### config.mk
export PLATFORM = sky130hd
export DESIGN_NAME = vit_frame_ctrl
export DESIGN_NICKNAME = d
export VERILOG_FILES = /design/src/rtl/vit_frame_ctrl.sv
export SDC_FILE = /design/constraint.sdc
export NUM_CORES = 1
export LEC_CHECK = 0
export BUFFER_PORTS_ARGS = -buffer_cell sky130_fd_sc_hd__clkbuf_2
export CAP_MARGIN = 5
export CORE_MARGIN = 1
export CORE_UTILIZATION = 25
export DETAILED_ROUTE_END_ITERATION = 10
export GPL_ROUTABILITY_DRIVEN = 0
export SLEW_MARGIN = 20
export SYNTH_ARGS = -nofsm -noshare
export SYNTH_HDL_FRONTEND = slang
export SYNTH_SLANG_ARGS = --single-unit
### constraint.sdc
create_clock -name clk -period 2.05 [get_ports clk]
set_input_delay 0.205 -clock clk [delete_from_list [all_inputs] [get_ports clk]]
set_output_delay 0.205 -clock clk [all_outputs]
set_load 0.005 [all_outputs]
### src/rtl/vit_frame_ctrl.sv
// vit_frame_ctrl: frame sequencer for the 4-state K=3 Viterbi decoder.
// A frame goes IDLE -> INIT (one-cycle PM reload) -> ACS (one accept per
// symbol, survivor write + PM update) -> TB (traceback handshake) -> DONE.
// abort_i returns to IDLE from any state. The ACS strobes are combinational
// so they follow the symbol handshake in the same cycle. The status and pulse
// outputs are registered from the next state so they line up with the state
// they describe.
module vit_frame_ctrl #(
  parameter int LEN_W       = 10,
  parameter int PM_W        = 8,
  parameter int NORM_THRESH = 128
) (
  input  logic             clk,
  input  logic             rst_n,
  input  logic             start_i,
  input  logic             abort_i,
  input  logic [LEN_W-1:0] frame_len_i,
  input  logic             sym_valid_i,
  output logic             sym_ready_o,
  input  logic [PM_W-1:0]  pm_min_i,
  output logic             pm_init_o,
  output logic             pm_en_o,
  output logic             norm_o,
  output logic             sm_wr_en_o,
  output logic [LEN_W-1:0] sm_wr_addr_o,
  output logic             tb_start_o,
  output logic [LEN_W-1:0] tb_len_o,
  input  logic             tb_done_i,
  output logic             busy_o,
  output logic             done_o,
  output logic             err_o
);

  localparam logic [PM_W-1:0]  NORM_LVL = PM_W'(NORM_THRESH);
  localparam logic [LEN_W-1:0] LEN_ONE  = LEN_W'(1);

  typedef enum logic [2:0] {
    S_IDLE = 3'd0,
    S_INIT = 3'd1,
    S_ACS  = 3'd2,
    S_TB   = 3'd3,
    S_DONE = 3'd4
  } state_t;

  state_t           r_state;
  state_t           w_next;
  logic [LEN_W-1:0] r_cnt;
  logic [LEN_W-1:0] r_len;
  logic [LEN_W-1:0] w_cnt_next;
  logic [LEN_W-1:0] w_len_next;
  logic             w_accept;
  logic             w_last;
  logic             w_err;

  logic             r_pm_init;
  logic             r_sym_ready;
  logic             r_tb_start;
  logic [LEN_W-1:0] r_tb_len;
  logic             r_busy;
  logic             r_done;
  logic             r_err;

  // Symbol handshake and the last-symbol detect for the ACS phase.
  always_comb begin
    w_accept = (r_state == S_ACS) && sym_valid_i;
    w_last   = (r_cnt == (r_len - LEN_ONE));
  end

  // Next-state, counter and length-latch decisions; abort overrides everything.
  always_comb begin
    w_next     = r_state;
    w_cnt_next = r_cnt;
    w_len_next = r_len;
    w_err      = 1'b0;
    case (r_state)
      S_IDLE: begin
        if (start_i && (frame_len_i != '0)) begin
          w_next     = S_INIT;
          w_len_next = frame_len_i;
          w_cnt_next = '0;
        end else if (start_i) begin
          w_err = 1'b1;
        end else begin
          w_next = S_IDLE;
        end
      end
      S_INIT: begin
        w_next = S_ACS;
      end
      S_ACS: begin
        if (w_accept) begin
          w_cnt_next = r_cnt + LEN_ONE;
          if (w_last) begin
            w_next = S_TB;
          end else begin
            w_next = S_ACS;
          end
        end else begin
          w_next = S_ACS;
        end
      end
      S_TB: begin
        if (tb_done_i) begin
          w_next = S_DONE;
        end else begin
          w_next = S_TB;
        end
      end
      S_DONE: begin
        w_next = S_IDLE;
      end
      default: begin
        w_next = S_IDLE;
      end
    endcase
    if (abort_i) begin
      w_next     = S_IDLE;
      w_cnt_next = '0;
    end else begin
      w_cnt_next = w_cnt_next;
    end
  end

  // State, symbol counter and latched frame length.
  always_ff @(posedge clk or negedge rst_n) begin
    if (!rst_n) begin
      r_state <= S_IDLE;
      r_cnt   <= '0;
      r_len   <= '0;
    end else begin
      r_state <= w_next;
      r_cnt   <= w_cnt_next;
      r_len   <= w_len_next;
    end
  end

  // Registered status/pulse outputs that describe the state being entered.
  always_ff @(posedge clk or negedge rst_n) begin
    if (!rst_n) begin
      r_pm_init   <= 1'b0;
      r_sym_ready <= 1'b0;
      r_tb_start  <= 1'b0;
      r_tb_len    <= '0;
      r_busy      <= 1'b0;
      r_done      <= 1'b0;
      r_err       <= 1'b0;
    end else begin
      r_pm_init   <= (w_next == S_INIT);
      r_sym_ready <= (w_next == S_ACS);
      r_tb_start  <= (w_next == S_TB) && (r_state != S_TB);
      r_tb_len    <= (w_next == S_TB) ? w_len_next : '0;
      r_busy      <= (w_next != S_IDLE);
      r_done      <= (w_next == S_DONE);
      r_err       <= w_err;
    end
  end

  // An abort landing on the first TB cycle withdraws the traceback start.
  always_comb begin
    sym_ready_o  = r_sym_ready;
    pm_init_o    = r_pm_init;
    pm_en_o      = w_accept;
    sm_wr_en_o   = w_accept;
    sm_wr_addr_o = r_cnt;
    norm_o       = w_accept && (pm_min_i >= NORM_LVL);
    tb_start_o   = r_tb_start && !abort_i;
    tb_len_o     = r_tb_len;
    busy_o       = r_busy;
    done_o       = r_done;
    err_o        = r_err;
  end

endmodule

==> results.py <==
metrics = {
    "power_and_ir_drop": {
        "leakage_uw": 0.00138,
        "powerDensity_nw_per_um2": 724,
        "vdd_ir_drop_max_mv": 0.377,
    },
    "setup_path": {
        "r2r_cells": 9,
        "cp-end-kind": "flip-flop",
        "timing.rr.start": "r_len[0]",
        "start_kind": "flip-flop",
        "required_ns": 2.26,
        "reg2reg_to": "tb_len_o[9]",
        "arrival_ns": 2.32,
        "cp_max_fo": 7,
        "path_class": "reg -> reg",
        "ff2ff_setup_slack_ns": -0.06,
    },
    "floorplanning": {
        "die_h_um": 93.4,
        "core_um2": 7890,
        "start_util_pct": 26.5,
        "io_pins": 53,
        "die_w_um": 93.4,
        "rows": 32,
        "die_area_um2": 8720,
    },
    "routing": {
        "drtAntennaViolNets": 0,
        "via_per_inst": 4.75,
        "drt_iter0_markers": 145,
        "wl_per_cell_um": 14.6,
        "firstDrtPassIters": 4,
        "vias": 1806,
        "drc_errors": 0,
        "routed_wl_um": 5560,
    },
    "min_path": {
        "hold_path.class": "in -> reg",
        "worstHoldEndpoint": "r_len[4]",
        "hp-start": "frame_len_i[4]",
        "hold_depth": 2,
    },
    "timing": {
        "min_period_ns": 2.11,
        "finalMaxSlewViolations": 0,
        "max_freq_ghz": 0.475,
        "slew_headroom_pct": 46.0,
        "setup_viol": 8,
        "final_hold_viol_count": 0,
        "fin_skew_ns": 0.00558,
        "finalCritPeriodShare_pct": 103,
        "setup_ws_ns": -0.0565,
        "tightest_slew_ns": 0.804,
        "rsz0062_at_grt": "yes",
        "hold_slack_ns": 0.161,
        "setup_tns_ns": -0.174,
    },
    "cts": {
        "clock_latency_ns": 0.29,
        "cts_tree": "done",
        "numCtsBuffers": 5,
        "cts-root-buf": "clkbuf_8",
        "clockBufferDepth": 2,
        "cts-htree-levels": 2,
        "cts.sinks": 39,
        "clk_pin_slew_ns": 0.08,
    },
    "finish": {
        "drive_gt1_share_pct": 46.8,
        "n_antenna_cell": 0,
        "fillers": 797,
        "syn_to_final_growth_pct": 41.2,
        "nets": 304,
        "final_core_util_pct": 37.4,
    },
    "synth": {
        "synth.most_common_cell": "dfrtp_1",
        "synthFlopType": "dfrtp_1",
        "synth_nets": 226,
        "synth_top_area_share_pct": 46.7,
        "ys_ff_latch": 39,
        "yosys.area.top_type": "dfrtp_1",
        "yosysSeqAreaShare_pct": 46.7,
        "synthTopCellsByCount": "39 x dfrtp_1, 16 x nand2_1, 11 x nor2_1, 10 x a22o_1",
        "synth_edf_count": 0,
        "synthCells": 200,
        "synthDistinctLibCells": 52,
        "yosysWarnings": 0,
        "synth_area_leaders": "dfrtp_1 47%, a22o_1 4.2%, xnor2_1 2.9%, nand2_1 2.9%, nor3b_1 2.9%",
        "synthArstFlopShare_pct": 100,
        "syn_area_um2": 2090,
        "syn_avg_cell_area_um2": 10.4,
    },
    "global_route": {
        "antenna_found_initial": 0,
        "grt_remaining_overflow": 0,
        "grt_pass1_vias": 1717,
        "grt_max_degree": 40,
        "grt_pass1_wl_um": 8920,
        "grt_usage_pct": 13.6,
    },
    "status": {
        "status": "finished with violations",
        "failed_checks": "setup timing",
    },
    "run": {
        "cap_violations": 0,
    },
    "place": {
        "portBuffers": 45,
        "hpwlAfterDp_um": 3970,
    },
}
==> area by class of cell <==
type / instances / area, um^2 / area share (%)
inverters: 5 / 21.3 / 0.722
repair buffers: 85 / 541 / 18.3
clock buffers: 5 / 68.8 / 2.33
clock inverters: 2 / 37.5 / 1.27
well taps: 102 / 128 / 4.33
multi-input cells: 142 / 1170 / 39.8
flip-flops and latches: 39 / 978 / 33.2
==> cell families (layout without fill, tap and decap cells) <==
| kind of cell | after synthesis | after routing | share of synthesized area [%] |
|---|---|---|---|
| multiplexers | 1 | 1 | 0.539 |
| XOR/XNOR | 14 | 14 | 6.53 |
| adder cells (fa/ha/maj) | 2 | 2 | 1.20 |
| AO/OA/AOI/OAI | 41 | 42 | 15.3 |
| flip-flops | 39 | 39 | 46.7 |
| AND/OR/NAND/NOR | 82 | 83 | 24.6 |
| buffers and inverters | 21 | 97 | 5.15 |
==> what timing repair did <==
action / in CTS / in global routing
buffers inserted: 2 / 3
pin swaps: 7 / 8
hold buffers: 1 / 0
cloned: 1 / 1
endpoints found under the setup margin: 17 / 21
resized for setup: 10 / 10
endpoints found under the hold margin: 39 / 0
==> per-stage QoR <==
| stage | setup slack [ns] | total power, uW | instances | instance area (um^2) |
|---|---|---|---|---|
| after floorplan | -0.0339 | 1220 | 200 | 2150 |
| final | -0.0565 | 2140 | 380 | 2950 |
| after detailed placement | -0.204 | 1410 | 366 | 2670 |
| after CTS | -0.0592 | 2100 | 377 | 2880 |
| after global routing | -0.145 | 2240 | 380 | 2950 |
| after global placement | -0.155 | 1400 | 366 | 2670 |
==> flip-flops by register name (all words and copies together) (netlist names) <==
register,cells
r_len,10
busy_o,1
tb_len_o,10
err_o,1
sm_wr_addr_o,10
pm_init_o,1
sym_ready_o,1
r_state,3
done_o,1
r_tb_start,1
==> metal layers <==
metal	GRT usage [%]	share of wire, %
met4	4.23	0.86
met2	20.4	45
met1	19.3	48
met5	0	0
met3	2.93	5.8
==> power breakdown <==
group          total, uW  switching (uW)  internal [uW]  leakage, uW
Clock                631             275            356    0.0000502
Combinational        624             309            315     0.000810
Sequential           881            61.5            819     0.000521
==> worst max-delay path by stage <==
| stage | from | to | slack (ns) | cells past startpoint |
|---|---|---|---|---|
| finish | r_len[0] | tb_len_o[9] | -0.06 | 9 |
| global route | r_len[1] | tb_len_o[9] | -0.14 | 9 |
| CTS | r_len[0] | tb_len_o[1] | -0.06 | 9 |
| detailed placement | r_len[1] | tb_len_o[9] | -0.20 | 8 |
| global placement | r_len[1] | sym_ready_o | -0.15 | 8 |
| floorplan | r_len[0] | tb_len_o[0] | -0.03 | 11 |
==> worst max-delay path, cell delays in order (launching register included) <==
cell and delay (ns):
dfrtp_1 0.41, inv_4 0.06, ha_4 0.17, nor4b_4 0.24
a211o_1 0.19, nand3_2 0.09, a2111oi_4 0.30, buf_4 0.20
a21oi_4 0.10, nor3b_2 0.24
==> layout by cell type, fill, tap and decap left out, types with 2 or more instances in the layout <==
master	instances
buf_4	38
and3_1	5
xor2_1	6
o21ai_0	7
nand2_1	16
a22o_1	10
nand4_1	2
dfrtp_1	37
clkbuf_8	5
nor4b_4	2
o211ai_1	3
and2_1	2
nand2b_1	2
and3b_1	2
clkbuf_2	45
nor2b_1	2
dfrtp_2	2
nor4_1	2
a21oi_4	2
nand3_1	5
nor3_1	7
inv_1	3
o21ai_1	5
xnor2_1	7
nor3b_2	11
nor3_2	3
a21oi_1	2
nor2_1	9
No activity file was read; power rests on OpenSTA's default activity.
